===== src/rtl/mat_pkg.sv =====
// rtl/mat_pkg.sv - shared loader/TX constants and receiver FSM encoding.
// UART_RX_PARITY_EN selects 8E1 framing (one even-parity bit before the stop bit).
package mat_pkg;

  localparam int CLKS_PER_BIT_DEF = 868;
  localparam int N_DEF            = 3;
  localparam int AW_DEF           = $clog2(N_DEF * N_DEF);

`ifdef UART_RX_PARITY_EN
  localparam bit PARITY_EN = 1'b1;
`else
  localparam bit PARITY_EN = 1'b0;
`endif

  typedef enum logic [2:0] {
    ST_IDLE      = 3'd0,
    ST_START     = 3'd1,
    ST_DATA      = 3'd2,
    ST_PARITY    = 3'd3,
    ST_STOP      = 3'd4,
    ST_WRITE     = 3'd5,
    ST_WAIT_HIGH = 3'd6
  } rx_state_e;

endpackage


===== src/rtl/uart_rx_core.sv =====
// rtl/uart_rx_core.sv - synchronised UART receiver with mid-bit sampling and break handling.
// UART_RX_PARITY_EN adds the PARITY state and parity_err_pulse.
module uart_rx_core
  import mat_pkg::*;
#(
  parameter int CLKS_PER_BIT = CLKS_PER_BIT_DEF
) (
  input  logic       clk,
  input  logic       rst,
  input  logic       rx_data,
  output logic       byte_valid,
  output logic [7:0] rx_byte,
  output logic       frame_err_pulse
`ifdef UART_RX_PARITY_EN
  ,
  output logic       parity_err_pulse
`endif
);

  localparam int            CW      = $clog2(CLKS_PER_BIT + 1);
  localparam logic [CW-1:0] FULL_M1 = CW'(CLKS_PER_BIT - 1);
  localparam logic [CW-1:0] HALF_M1 = CW'(CLKS_PER_BIT / 2 - 1);

  rx_state_e     state_q, state_d;
  logic          sync1_q, sync2_q;
  logic [CW-1:0] cnt_q, cnt_d;
  logic [2:0]    bit_q, bit_d;
  logic [7:0]    shreg_q, shreg_d;
  logic          rx_s, tick, half_tick, par_ok;

  assign rx_s      = sync2_q;
  assign tick      = (cnt_q == FULL_M1);
  assign half_tick = (cnt_q == HALF_M1);
  assign par_ok    = (rx_s == ^shreg_q);
  assign rx_byte   = shreg_q;

  always_ff @(posedge clk or negedge rst) begin
    if (!rst) begin
      sync1_q <= 1'b1;
      sync2_q <= 1'b1;
      state_q <= ST_IDLE;
      cnt_q   <= '0;
      bit_q   <= '0;
      shreg_q <= '0;
    end else begin
      sync1_q <= rx_data;
      sync2_q <= sync1_q;
      state_q <= state_d;
      cnt_q   <= cnt_d;
      bit_q   <= bit_d;
      shreg_q <= shreg_d;
    end
  end

  always_comb begin
    state_d = state_q;
    case (state_q)
      ST_IDLE:      if (!rx_s) state_d = ST_START;
      ST_START:     if (half_tick) state_d = rx_s ? ST_IDLE : ST_DATA;
      ST_DATA:      if (tick && bit_q == 3'd7) state_d = PARITY_EN ? ST_PARITY : ST_STOP;
      ST_PARITY:    if (tick) state_d = par_ok ? ST_STOP : ST_WAIT_HIGH;
      ST_STOP:      if (tick) state_d = rx_s ? ST_WRITE : ST_WAIT_HIGH;
      ST_WRITE:     state_d = ST_IDLE;
      ST_WAIT_HIGH: if (rx_s) state_d = ST_IDLE;
      default:      state_d = ST_IDLE;
    endcase
  end

  // Clock counter restarts at each sample point so every later sample lands mid-bit.
  always_comb begin
    cnt_d   = cnt_q + CW'(1);
    bit_d   = bit_q;
    shreg_d = shreg_q;
    case (state_q)
      ST_IDLE: begin
        cnt_d = '0;
        bit_d = '0;
      end
      ST_START: if (half_tick) cnt_d = '0;
      ST_DATA: begin
        if (tick) begin
          cnt_d   = '0;
          bit_d   = bit_q + 3'd1;
          shreg_d = {rx_s, shreg_q[7:1]};
        end
      end
      ST_PARITY, ST_STOP: if (tick) cnt_d = '0;
      default: cnt_d = '0;
    endcase
  end

  always_comb begin
    byte_valid      = 1'b0;
    frame_err_pulse = 1'b0;
`ifdef UART_RX_PARITY_EN
    parity_err_pulse = (state_q == ST_PARITY) && tick && !par_ok;
`endif
    if (state_q == ST_STOP && tick) begin
      byte_valid      = rx_s;
      frame_err_pulse = !rx_s;
    end
  end

endmodule


===== src/rtl/uart_rx_to_mem.sv =====
// rtl/uart_rx_to_mem.sv - steers received bytes into operand memories A then B, pulses load_done.
// UART_RX_PARITY_EN adds the sticky parity_err output.
module uart_rx_to_mem
  import mat_pkg::*;
#(
  parameter int CLKS_PER_BIT = CLKS_PER_BIT_DEF,
  parameter int N            = N_DEF,
  parameter int AW           = AW_DEF
) (
  input  logic          clk,
  input  logic          rst,
  input  logic          rx_data,
  input  logic          restart,
  output logic          mem_we,
  output logic          mem_sel,
  output logic [AW-1:0] mem_addr,
  output logic [7:0]    mem_wdata,
  output logic          load_done,
  output logic          frame_err
`ifdef UART_RX_PARITY_EN
  ,
  output logic          parity_err
`endif
);

  localparam logic [AW:0] IDX_NN   = (AW + 1)'(N * N);
  localparam logic [AW:0] IDX_LAST = (AW + 1)'(2 * N * N - 1);
  localparam logic [AW:0] IDX_ONE  = (AW + 1)'(1);

  logic          byte_valid, frame_err_pulse;
  logic [7:0]    rx_byte;
  logic          mem_we_q, mem_we_d, mem_sel_q, mem_sel_d;
  logic [AW-1:0] mem_addr_q, mem_addr_d;
  logic [7:0]    mem_wdata_q, mem_wdata_d;
  logic          load_done_q, load_done_d, frame_err_q, frame_err_d;
  logic [AW:0]   idx_q, idx_d;
`ifdef UART_RX_PARITY_EN
  logic          parity_err_pulse, parity_err_q, parity_err_d;
`endif

  uart_rx_core #(
    .CLKS_PER_BIT(CLKS_PER_BIT)
  ) u_core (
    .clk             (clk),
    .rst             (rst),
    .rx_data         (rx_data),
    .byte_valid      (byte_valid),
    .rx_byte         (rx_byte),
    .frame_err_pulse (frame_err_pulse)
`ifdef UART_RX_PARITY_EN
    ,
    .parity_err_pulse(parity_err_pulse)
`endif
  );

  always_ff @(posedge clk or negedge rst) begin
    if (!rst) begin
      mem_we_q    <= 1'b0;
      mem_sel_q   <= 1'b0;
      mem_addr_q  <= '0;
      mem_wdata_q <= '0;
      load_done_q <= 1'b0;
      frame_err_q <= 1'b0;
      idx_q       <= '0;
`ifdef UART_RX_PARITY_EN
      parity_err_q <= 1'b0;
`endif
    end else begin
      mem_we_q    <= mem_we_d;
      mem_sel_q   <= mem_sel_d;
      mem_addr_q  <= mem_addr_d;
      mem_wdata_q <= mem_wdata_d;
      load_done_q <= load_done_d;
      frame_err_q <= frame_err_d;
      idx_q       <= idx_d;
`ifdef UART_RX_PARITY_EN
      parity_err_q <= parity_err_d;
`endif
    end
  end

  // idx advances during the WRITE cycle itself, so a restart seen there still wins.
  always_comb begin
    mem_we_d    = byte_valid;
    mem_sel_d   = mem_sel_q;
    mem_addr_d  = mem_addr_q;
    mem_wdata_d = mem_wdata_q;
    if (byte_valid) begin
      mem_wdata_d = rx_byte;
      if (idx_q < IDX_NN) begin
        mem_sel_d  = 1'b0;
        mem_addr_d = idx_q[AW-1:0];
      end else begin
        mem_sel_d  = 1'b1;
        mem_addr_d = AW'(idx_q - IDX_NN);
      end
    end

    idx_d = idx_q;
    if (mem_we_q) idx_d = (idx_q == IDX_LAST) ? '0 : idx_q + IDX_ONE;
    if (restart) idx_d = '0;
    load_done_d = mem_we_q && (idx_q == IDX_LAST);

    frame_err_d = restart ? 1'b0 : frame_err_q;
    if (frame_err_pulse) frame_err_d = 1'b1;
`ifdef UART_RX_PARITY_EN
    parity_err_d = restart ? 1'b0 : parity_err_q;
    if (parity_err_pulse) parity_err_d = 1'b1;
`endif
  end

  assign mem_we    = mem_we_q;
  assign mem_sel   = mem_sel_q;
  assign mem_addr  = mem_addr_q;
  assign mem_wdata = mem_wdata_q;
  assign load_done = load_done_q;
  assign frame_err = frame_err_q;
`ifdef UART_RX_PARITY_EN
  assign parity_err = parity_err_q;
`endif

endmodule


===== config.mk =====
export PLATFORM = sky130hd
export DESIGN_NAME = uart_rx_to_mem
export DESIGN_NICKNAME = d
export VERILOG_FILES = /design/src/rtl/mat_pkg.sv /design/src/rtl/uart_rx_core.sv /design/src/rtl/uart_rx_to_mem.sv
export SDC_FILE = /design/constraint.sdc
export NUM_CORES = 1
export LEC_CHECK = 0
export BUFFER_PORTS_ARGS = -buffer_cell sky130_fd_sc_hd__buf_2
export CORE_MARGIN = 2
export CORE_UTILIZATION = 30
export DETAILED_ROUTE_END_ITERATION = 10
export GPL_TIMING_DRIVEN = 1
export PLACE_DENSITY = 0.45
export SYNTH_ARGS = -nofsm -noshare
export SYNTH_HDL_FRONTEND = slang
export SYNTH_SLANG_ARGS = --single-unit

===== constraint.sdc =====
create_clock -name clk -period 2.4 [get_ports clk]
set_clock_uncertainty 0.15 [all_clocks]
set_input_delay 0.24 -clock clk [delete_from_list [all_inputs] [get_ports clk]]
set_output_delay 0.24 -clock clk [all_outputs]
set_load 0.02 [all_outputs]

==> load_flow_metrics.sql, run 1 <==
INSERT INTO impl_metrics (metric_group, metric, value, unit) VALUES
('status', 'status', 'completed', ''),
('grt', 'overall_global_routing_resource_usage', '10.5', '%'),
('synthesis', 'synth-compound-area-share', '10.5', '%'),
('setup_path', 'worst_ep_required_time', '2.44', 'ns'),
('floorplan', 'floorplan.die.width', '92.6', 'um'),
('placement', 'place.port_buffers', '19', ''),
('floorplan', 'floorplan.rows', '32', ''),
('flow_run', 'drv.max_cap_violation_count', '0', ''),
('hold_path', 'holdCritPathClass', 'in -> async', ''),
('clock_network', 'clk_path_buf_depth', '2', ''),
('clock_network', 'cts.sinks', '47', ''),
('synthesis', 'combinational_family_with_the_most_area_after_synthesis', 'simple AND/OR/NAND/NOR gates', ''),
('cells_and_area', 'design.final.nets', '245', ''),
('clock_network', 'postCtsHoldBufs', '3', ''),
('power_and_ir_drop', 'p_per_area', '528', 'mW/mm^2'),
('floorplan', 'chipHeight', '92.6', 'um'),
('timing', 'timing.final.setup_violations', '0', ''),
('cells_and_area', 'drive_gt1_share', '26.4', '%'),
('placement', 'detailed_place_hpwl', '2.93', 'mm'),
('setup_path', 'slowest_delay', '0.40', 'ns'),
('routing', 'postRouteAntennaNets', '0', ''),
('power_and_ir_drop', 'power.leakage', '1.26', 'nW'),
('setup_path', 'worst-endpoint-arrival', '2.29', 'ns'),
('floorplan', 'io-pin-count', '20', ''),
('grt', 'grt_start_max_net_pins', '44', ''),
('cells_and_area', 'num-fill-cells', '777', ''),
('power_and_ir_drop', 'post-layout-total-power', '1.44', 'mW'),
('clock_network', 'post_cts_resize_count', '0', ''),
('floorplan', 'initial_cell_density_of_the_core', '30.8', '%'),
('clock_network', 'numCtsBuffers', '5', ''),
('setup_path', 'start_kind', 'flip-flop', ''),
('setup_path', 'crit_path_cell_trace', 'ha_1 -> and4bb_1 -> and4_1 -> nor4b_4 -> buf_12 -> mux2_2', ''),
('grt', 'number_of_global_route_vias_before_repair', '1458', ''),
('setup_path', 'cp_max_fo', '13', ''),
('synthesis', 'synth-warning-count', '0', ''),
('timing', 'timing.setup.tns', '0', 'ns'),
('floorplan', 'die_area', '0.00857', 'sq mm'),
('synthesis', 'ys_seq_area_share', '50.1', '%'),
('synthesis', 'synthXorXnorAreaFrac', '6.91', '%'),
('power_and_ir_drop', 'vdd.ir_drop.worst', '305', 'uV'),
('cells_and_area', 'fin_util', '35.7', '%'),
('clock_network', 'clkLatencyLatePin', '0.30', 'ns'),
('routing', 'routedWlPerCell', '12.4', 'um'),
('grt', 'grt_antenna_before_repair', '0', ''),
('synthesis', 'synth_area_per_cell', '11.4', 'sq um'),
('placement', 'last_weighted_congestion_value_of_the_routability_driven_placer', '0.730', ''),
('clock_network', 'cts.clk_slew.worst_paths', '0.09', 'ns'),
('clock_network', 'cts_root_buffer', 'sky130_fd_sc_hd__clkbuf_8', ''),
('routing', 'dr.pass1.iters', '4', ''),
('timing', 'slew_viol_final', '0', ''),
('cells_and_area', 'area_delta_synth_final', '16.2', '%'),
('cells_and_area', 'mostFrequentLayoutCell', 'sky130_fd_sc_hd__dfrtp_1', ''),
('synthesis', 'post_synth_num_cell_types', '44', ''),
('timing', 'slew-limit-headroom', '63.6', '%'),
('grt', 'grt_overflow', '0', ''),
('routing', 'route.detailed.drc', '0', ''),
('routing', 'vias_per_cell', '4.51', ''),
('synthesis', 'mux_share_of_post_synthesis_cell_area', '9.78', '%'),
('timing', 'grt_setup_unrepaired', 'no', ''),
('routing', 'wirelength', '4.19', 'mm'),
('setup_path', 'critical_path_start_end_classification', 'reg -> reg', ''),
('clock_network', 'tritoncts', 'yes', ''),
('clock_network', 'clock_tree.htree_level_count', '2', ''),
('setup_path', 'critical_path.endpoint_type', 'flip-flop', ''),
('synthesis', 'synthAdderAreaFrac', '3.72', '%'),
('clock_network', 'post-cts-setup-buffer-count', '0', ''),
('routing', 'detail_route.iter0.violations', '49', ''),
('synthesis', 'ys_ff_latch', '47', ''),
('timing', 'layout_worst_path_cycle_share', '93.8', '%'),
('floorplan', 'placeableCoreArea', '0.00765', 'sq mm'),
('synthesis', 'synthesized_cell_area', '0.00235', 'sq mm');
==> worst paths after layout <==
check / startpoint / endpoint / slack (ns) / cells past startpoint
worst max-delay path: u_core.cnt_q[0] / u_core.rx_byte[7] / 0.15 / 6
worst min-delay path: rst / u_core.cnt_q[3] / 0.13 / 2
worst max register to register: u_core.cnt_q[0] / u_core.rx_byte[7] / 0.15 / 6
worst min register to register: u_core.sync1_q / u_core.rx_s / 0.21 / 0
max in group asynchronous: rst / load_done / 1.22 / 3
min in group clk: u_core.sync1_q / u_core.rx_s / 0.21 / 0
==> cells in the mapped netlist, drive strengths merged <==
cell | count | share of area, %
a211oi | 1 | 0.32
a211o | 1 | 0.37
and4 | 1 | 0.37
nor3b | 4 | 1.5
nand4 | 3 | 0.80
nand2 | 16 | 2.6
ha | 7 | 3.7
nor2b | 3 | 0.80
nor4b | 1 | 1.0
a2111oi | 2 | 1.5
o21a | 1 | 0.32
and4bb | 2 | 1.1
mux2 | 17 | 8.9
a31oi | 1 | 0.27
xnor2 | 11 | 4.1
dfstp | 2 | 2.2
nand3 | 7 | 1.7
a21oi | 7 | 1.5
nand3b | 2 | 0.64
clkbuf | 4 | 0.64
inv | 9 | 1.4
nor2 | 15 | 2.4
xnor3 | 1 | 0.96
or3b | 2 | 0.74
or3 | 3 | 0.80
a311oi | 1 | 0.37
a32o | 1 | 0.43
o31ai | 2 | 0.64
nand2b | 2 | 0.53
o21ai | 17 | 3.6
xor2 | 5 | 1.9
nor3 | 1 | 0.21
buf | 5 | 1.9
a21bo | 1 | 0.43
o211ai | 1 | 0.32
a21o | 1 | 0.37
dfrtp | 45 | 48
mux2i | 2 | 0.85
==> critical path, delay by kind of cell, from the launching register on <==
family                     cells  cell delay [ns]
and+or+nand+nor                3             0.86
DFF                            1             0.40
muxes                          1             0.33
adders and majority gates      1             0.21
buffers and inverters          1             0.19
==> power breakdown <==
| part | internal, mW | switching (mW) |
|---|---|---|
| registers | 0.794 | 0.00194 |
| logic | 0.00881 | 0.0199 |
| clock network | 0.343 | 0.276 |
==> routing by layer <==
metal / part of all wire [%] / vias to the layer above / GRT usage [%]
met4: 0.55 / 0 / 2.24
met1: 54 / 725 / 15.6
met2: 43 / 19 / 15.2
met3: 2.5 / 2 / 2.69
li1: - / 773 / -
met5: 0 / - / 0
==> area by class of cell <==
| cell class | instances | area [sq um] | area share, % |
|---|---|---|---|
| sequential | 47 | 1180 | 43.1 |
| multi-input combinational | 142 | 1080 | 39.6 |
| timing repair buffer | 29 | 190 | 6.96 |
| tap | 102 | 128 | 4.67 |
| clock buffer | 6 | 82.6 | 3.02 |
| clock inverter | 2 | 38.8 | 1.42 |
| inverter | 9 | 33.8 | 1.24 |
==> through the flow <==
| step | cells | hold slack [ns] | setup WS (ns) | cell area, sq um |
|---|---|---|---|---|
| floorplan | 207 | -0.206 | 0.276 | 2350 |
| global route | 337 | 0.139 | 0.0148 | 2730 |
| CTS | 337 | 0.120 | 0.141 | 2730 |
| finish | 337 | 0.129 | 0.148 | 2730 |
| detailed placement | 326 | -0.0846 | 0.161 | 2580 |
| global placement | 326 | -0.0849 | 0.205 | 2580 |
==> logic make-up after synthesis <==
| logic type | Yosys count |
|---|---|
| AOI/OAI and AO/OA | 37 |
| xor gates and xnor gates | 17 |
| adders and majority gates | 7 |
| buffers and inverters | 18 |
| DFF | 47 |
| muxes | 19 |
| and+or+nand+nor | 62 |
==> flip-flops by register name, summed over array words and instances (netlist names), 3 cells and up <==
register / count
mem_wdata: 8
u_core.bit_q: 3
u_core.state_q: 3
idx_q: 5
u_core.cnt_q: 10
u_core.rx_byte: 8
mem_addr: 4
Power figures use the tool's default switching activity.
==> run 2, diff against run 1 <==
- GPL_TIMING_DRIVEN: 1 -> 0
- PLACE_DENSITY: 0.45 -> 0.46
- RECOVER_POWER: default -> 100
- clock period: 2.4 -> 1.8 ns (I/O delays scaled with it)
==> run 2 against run 1 <==
Compared with the run above:
- the run now ends with setup timing left
- register-to-register slack got worse by 0.41 ns
- combinational power grew 52%
- worst setup slack worse by 0.41 ns
- non-clock buffer count increased by 25
- utilization is 5.0 points higher
- cell count grew 8.0%
- largest cell class is now multi-input gates
- largest power group unchanged
==> load_flow_metrics.sql, run 2 (same netlist as run 1, synthesis figures left out) <==
INSERT INTO impl_metrics (metric_group, metric, value, unit) VALUES
('power_and_ir_drop', 'switching_power', '0.410', 'mW'),
('placement', 'last_weighted_congestion_value_of_the_routability_driven_placer', '0.761', ''),
('routing', 'vias_per_cell', '4.66', ''),
('cells_and_area', 'instances_no_fill', '364', ''),
('setup_path', 'cp_max_fo', '6', ''),
('timing', 'finalCriticalPeriod', '2.06', 'ns'),
('setup_path', 'start_kind', 'flip-flop', ''),
('setup_path', 'critPathSlowestCell', 'sky130_fd_sc_hd__dfrtp_1', ''),
('power_and_ir_drop', 'pwr-share-seq', '59.1', '%'),
('clock_network', 'tritoncts', 'yes', ''),
('routing', 'detail_route.iter0.violations', '43', ''),
('clock_network', 'cts.clk_slew.worst_paths', '0.09', 'ns'),
('floorplan', 'floorplan.die.width', '92.6', 'um'),
('cells_and_area', 'area_delta_synth_final', '32.3', '%'),
('cells_and_area', 'stdcell_area', '0.00311', 'sq mm'),
('floorplan', 'io-pin-count', '20', ''),
('setup_path', 'timing.reg2reg.setup_slack', '-0.26', 'ns'),
('power_and_ir_drop', 'intPower', '1.39', 'mW'),
('timing', 'slew-limit-headroom', '20.1', '%'),
('hold_path', 'holdCritPathClass', 'reg -> reg', ''),
('cells_and_area', 'n_antenna_cell', '0', ''),
('clock_network', 'numCtsBuffers', '5', ''),
('clock_network', 'clk_path_buf_depth', '2', ''),
('placement', 'detailed_place_hpwl', '2.92', 'mm'),
('floorplan', 'chipHeight', '92.6', 'um'),
('floorplan', 'placeableCoreArea', '0.00765', 'sq mm'),
('floorplan', 'floorplan.rows', '32', ''),
('grt', 'grt_antenna_before_repair', '0', ''),
('setup_path', 'worst_ep_required_time', '1.85', 'ns'),
('grt', 'wire_length_of_the_first_global_routing_pass', '8.46', 'mm'),
('routing', 'route.detailed.drc', '0', ''),
('timing', 'timing.final.setup_violations', '38', ''),
('setup_path', 'critical_path.endpoint_type', 'flip-flop', ''),
('grt', 'grt_start_max_net_pins', '48', ''),
('power_and_ir_drop', 'switching_share', '22.8', '%'),
('clock_network', 'cts_root_buffer', 'sky130_fd_sc_hd__clkbuf_8', ''),
('timing', 'finalHoldViolCount', '0', ''),
('timing', 'slew_viol_final', '0', ''),
('placement', 'place_worst_setup_slack', '-0.500', 'ns'),
('power_and_ir_drop', 'power.leakage', '1.41', 'nW'),
('status', 'status', 'finished, violations left', ''),
('power_and_ir_drop', 'power.combinational.fraction', '2.4', '%'),
('power_and_ir_drop', 'share_clk_of_total_power', '38.5', '%'),
('timing', 'grt_setup_unrepaired', 'yes', ''),
('setup_path', 'critical_path_start_end_classification', 'reg -> reg', ''),
('routing', 'routedWlPerCell', '13.8', 'um'),
('cells_and_area', 'drive_gt1_share', '34.0', '%'),
('setup_path', 'path_common_cell', 'sky130_fd_sc_hd__buf_6', ''),
('placement', 'dp_cells', '328', ''),
('clock_network', 'clkLatencyLatePin', '0.30', 'ns'),
('grt', 'grt_overflow', '0', ''),
('timing', 'timing.setup.tns', '-6.86', 'ns'),
('routing', 'dr.pass1.iters', '4', ''),
('placement', 'postPlaceCellArea', '0.00259', 'sq mm'),
('timing', 'max_slew.worst_pin.slew', '1.20', 'ns'),
('grt', 'number_of_global_route_vias_before_repair', '1752', ''),
('setup_path', 'slowest_delay', '0.38', 'ns'),
('grt', 'overall_global_routing_resource_usage', '12.5', '%'),
('status', 'violations', 'setup timing', ''),
('cells_and_area', 'largest_register_ffs', '10', ''),
('timing', 'layout_worst_path_cycle_share', '114', '%'),
('routing', 'postRouteAntennaNets', '0', ''),
('routing', 'wirelength', '5.01', 'mm'),
('cells_and_area', 'design.final.nets', '272', ''),
('setup_path', 'worst-endpoint-arrival', '2.10', 'ns'),
('routing', 'detailroute.via_count', '1697', ''),
('setup_path', 'critPathBufInv', '2', ''),
('floorplan', 'initial_cell_density_of_the_core', '30.8', '%'),
('cells_and_area', 'layout.cells.most_common_list', '45 x sky130_fd_sc_hd__dfrtp_1, 18 x sky130_fd_sc_hd__buf_4, 17 x sky130_fd_sc_hd__clkbuf_1, 17 x sky130_fd_sc_hd__mux2_4, 15 x sky130_fd_sc_hd__nor2_1', ''),
('timing', 'maxClockFrequency', '486', 'MHz'),
('timing', 'timing.final.ws_setup', '-0.258', 'ns'),
('power_and_ir_drop', 'p_per_area', '577', 'mW/mm^2'),
('floorplan', 'die_area', '0.00857', 'sq mm'),
('flow_run', 'drv.max_cap_violation_count', '0', ''),
('setup_path', 'crit_path_cell_trace', 'buf_6 -> and4bb_1 -> and4_4 -> nor4b_4 -> buf_6 -> mux2_4', ''),
('placement', 'place.port_buffers', '19', ''),
('clock_network', 'clock_tree.htree_level_count', '2', ''),
('cells_and_area', 'top_register', 'u_core.cnt_q', ''),
('power_and_ir_drop', 'vdd.ir_drop.worst', '266', 'uV'),
('cells_and_area', 'mostFrequentLayoutCell', 'sky130_fd_sc_hd__dfrtp_1', ''),
('clock_network', 'cts.sinks', '47', ''),
('setup_path', 'critPathTopFamily', 'simple AND/OR/NAND/NOR gates', ''),
('cells_and_area', 'fin_util', '40.7', '%');
==> run 2: cell count changes in the layout (fill, tap and decap cells not counted), sizes merged <==
cell      change
inv           -1
clkinvlp      +1
clkbuf       +21
buf           +4
bufinv        -1
nand3         +2
clkinv        +1
==> run 2: final timing paths <==
path                                      to  depth (start not counted)            start
min reg2reg                      u_core.rx_s                          0   u_core.sync1_q
min in group asynchronous    u_core.cnt_q[0]                          2              rst
max in group asynchronous    u_core.cnt_q[5]                          2              rst
max                        u_core.rx_byte[3]                          6  u_core.cnt_q[4]
max reg2reg                u_core.rx_byte[3]                          6  u_core.cnt_q[4]
min                              u_core.rx_s                          0   u_core.sync1_q
==> run 2: metrics by stage <==
stage | hold WS [ns] | total power, mW
finish | 0.210 | 1.80
global route | 0.220 | 1.89
CTS | 0.211 | 1.83
detailed placement | 0.136 | 1.12
global placement | 0.136 | 1.12
floorplan | -0.266 | 1.09
==> run 2: power groups by stage <==
stage	Clock (mW)	Sequential, mW	Combinational, mW
finish	0.692	1.06	0.0439
detailed placement	0	1.08	0.0351
CTS	0.724	1.06	0.0462
global placement	0	1.08	0.0357
floorplan	0	1.08	0.00716
global route	0.774	1.06	0.0505
==> run 2: worst register-to-register path, delay by kind of cell (launching register included) <==
kind	cells	cell delay [ns]
simple gates	3	0.81
mux	1	0.30
buf+inv	2	0.32
flops	1	0.38
==> run 2: repair_timing <==
action                                 CTS  global route
pin swaps                               10             8
endpoints found under the hold margin   47             0
cloned                                   3             0
resized for setup                       34            29
buffers inserted                        17             6
setup endpoints to repair               40            40
hold buffers                             3             0
==> run 2: routing by layer <==
| layer | up-vias | global-route usage [%] | share of wire, % |
|---|---|---|---|
| met5 | - | 0 | 0 |
| met4 | 0 | 4.10 | 1.4 |
| met3 | 7 | 2.77 | 2.3 |
| met2 | 16 | 19.1 | 47 |
| met1 | 844 | 17.6 | 49 |
| li1 | 830 | - | - |
==> run 2: area by class of cell <==
type	instances	area, sq um
buffer	8	63.8
clock buffer	6	82.6
clock inverter	2	16.3
fill	767	4530
inverter	9	33.8
multi-input combinational	144	1280
sequential	47	1180
tap	102	128
timing repair buffer	46	329
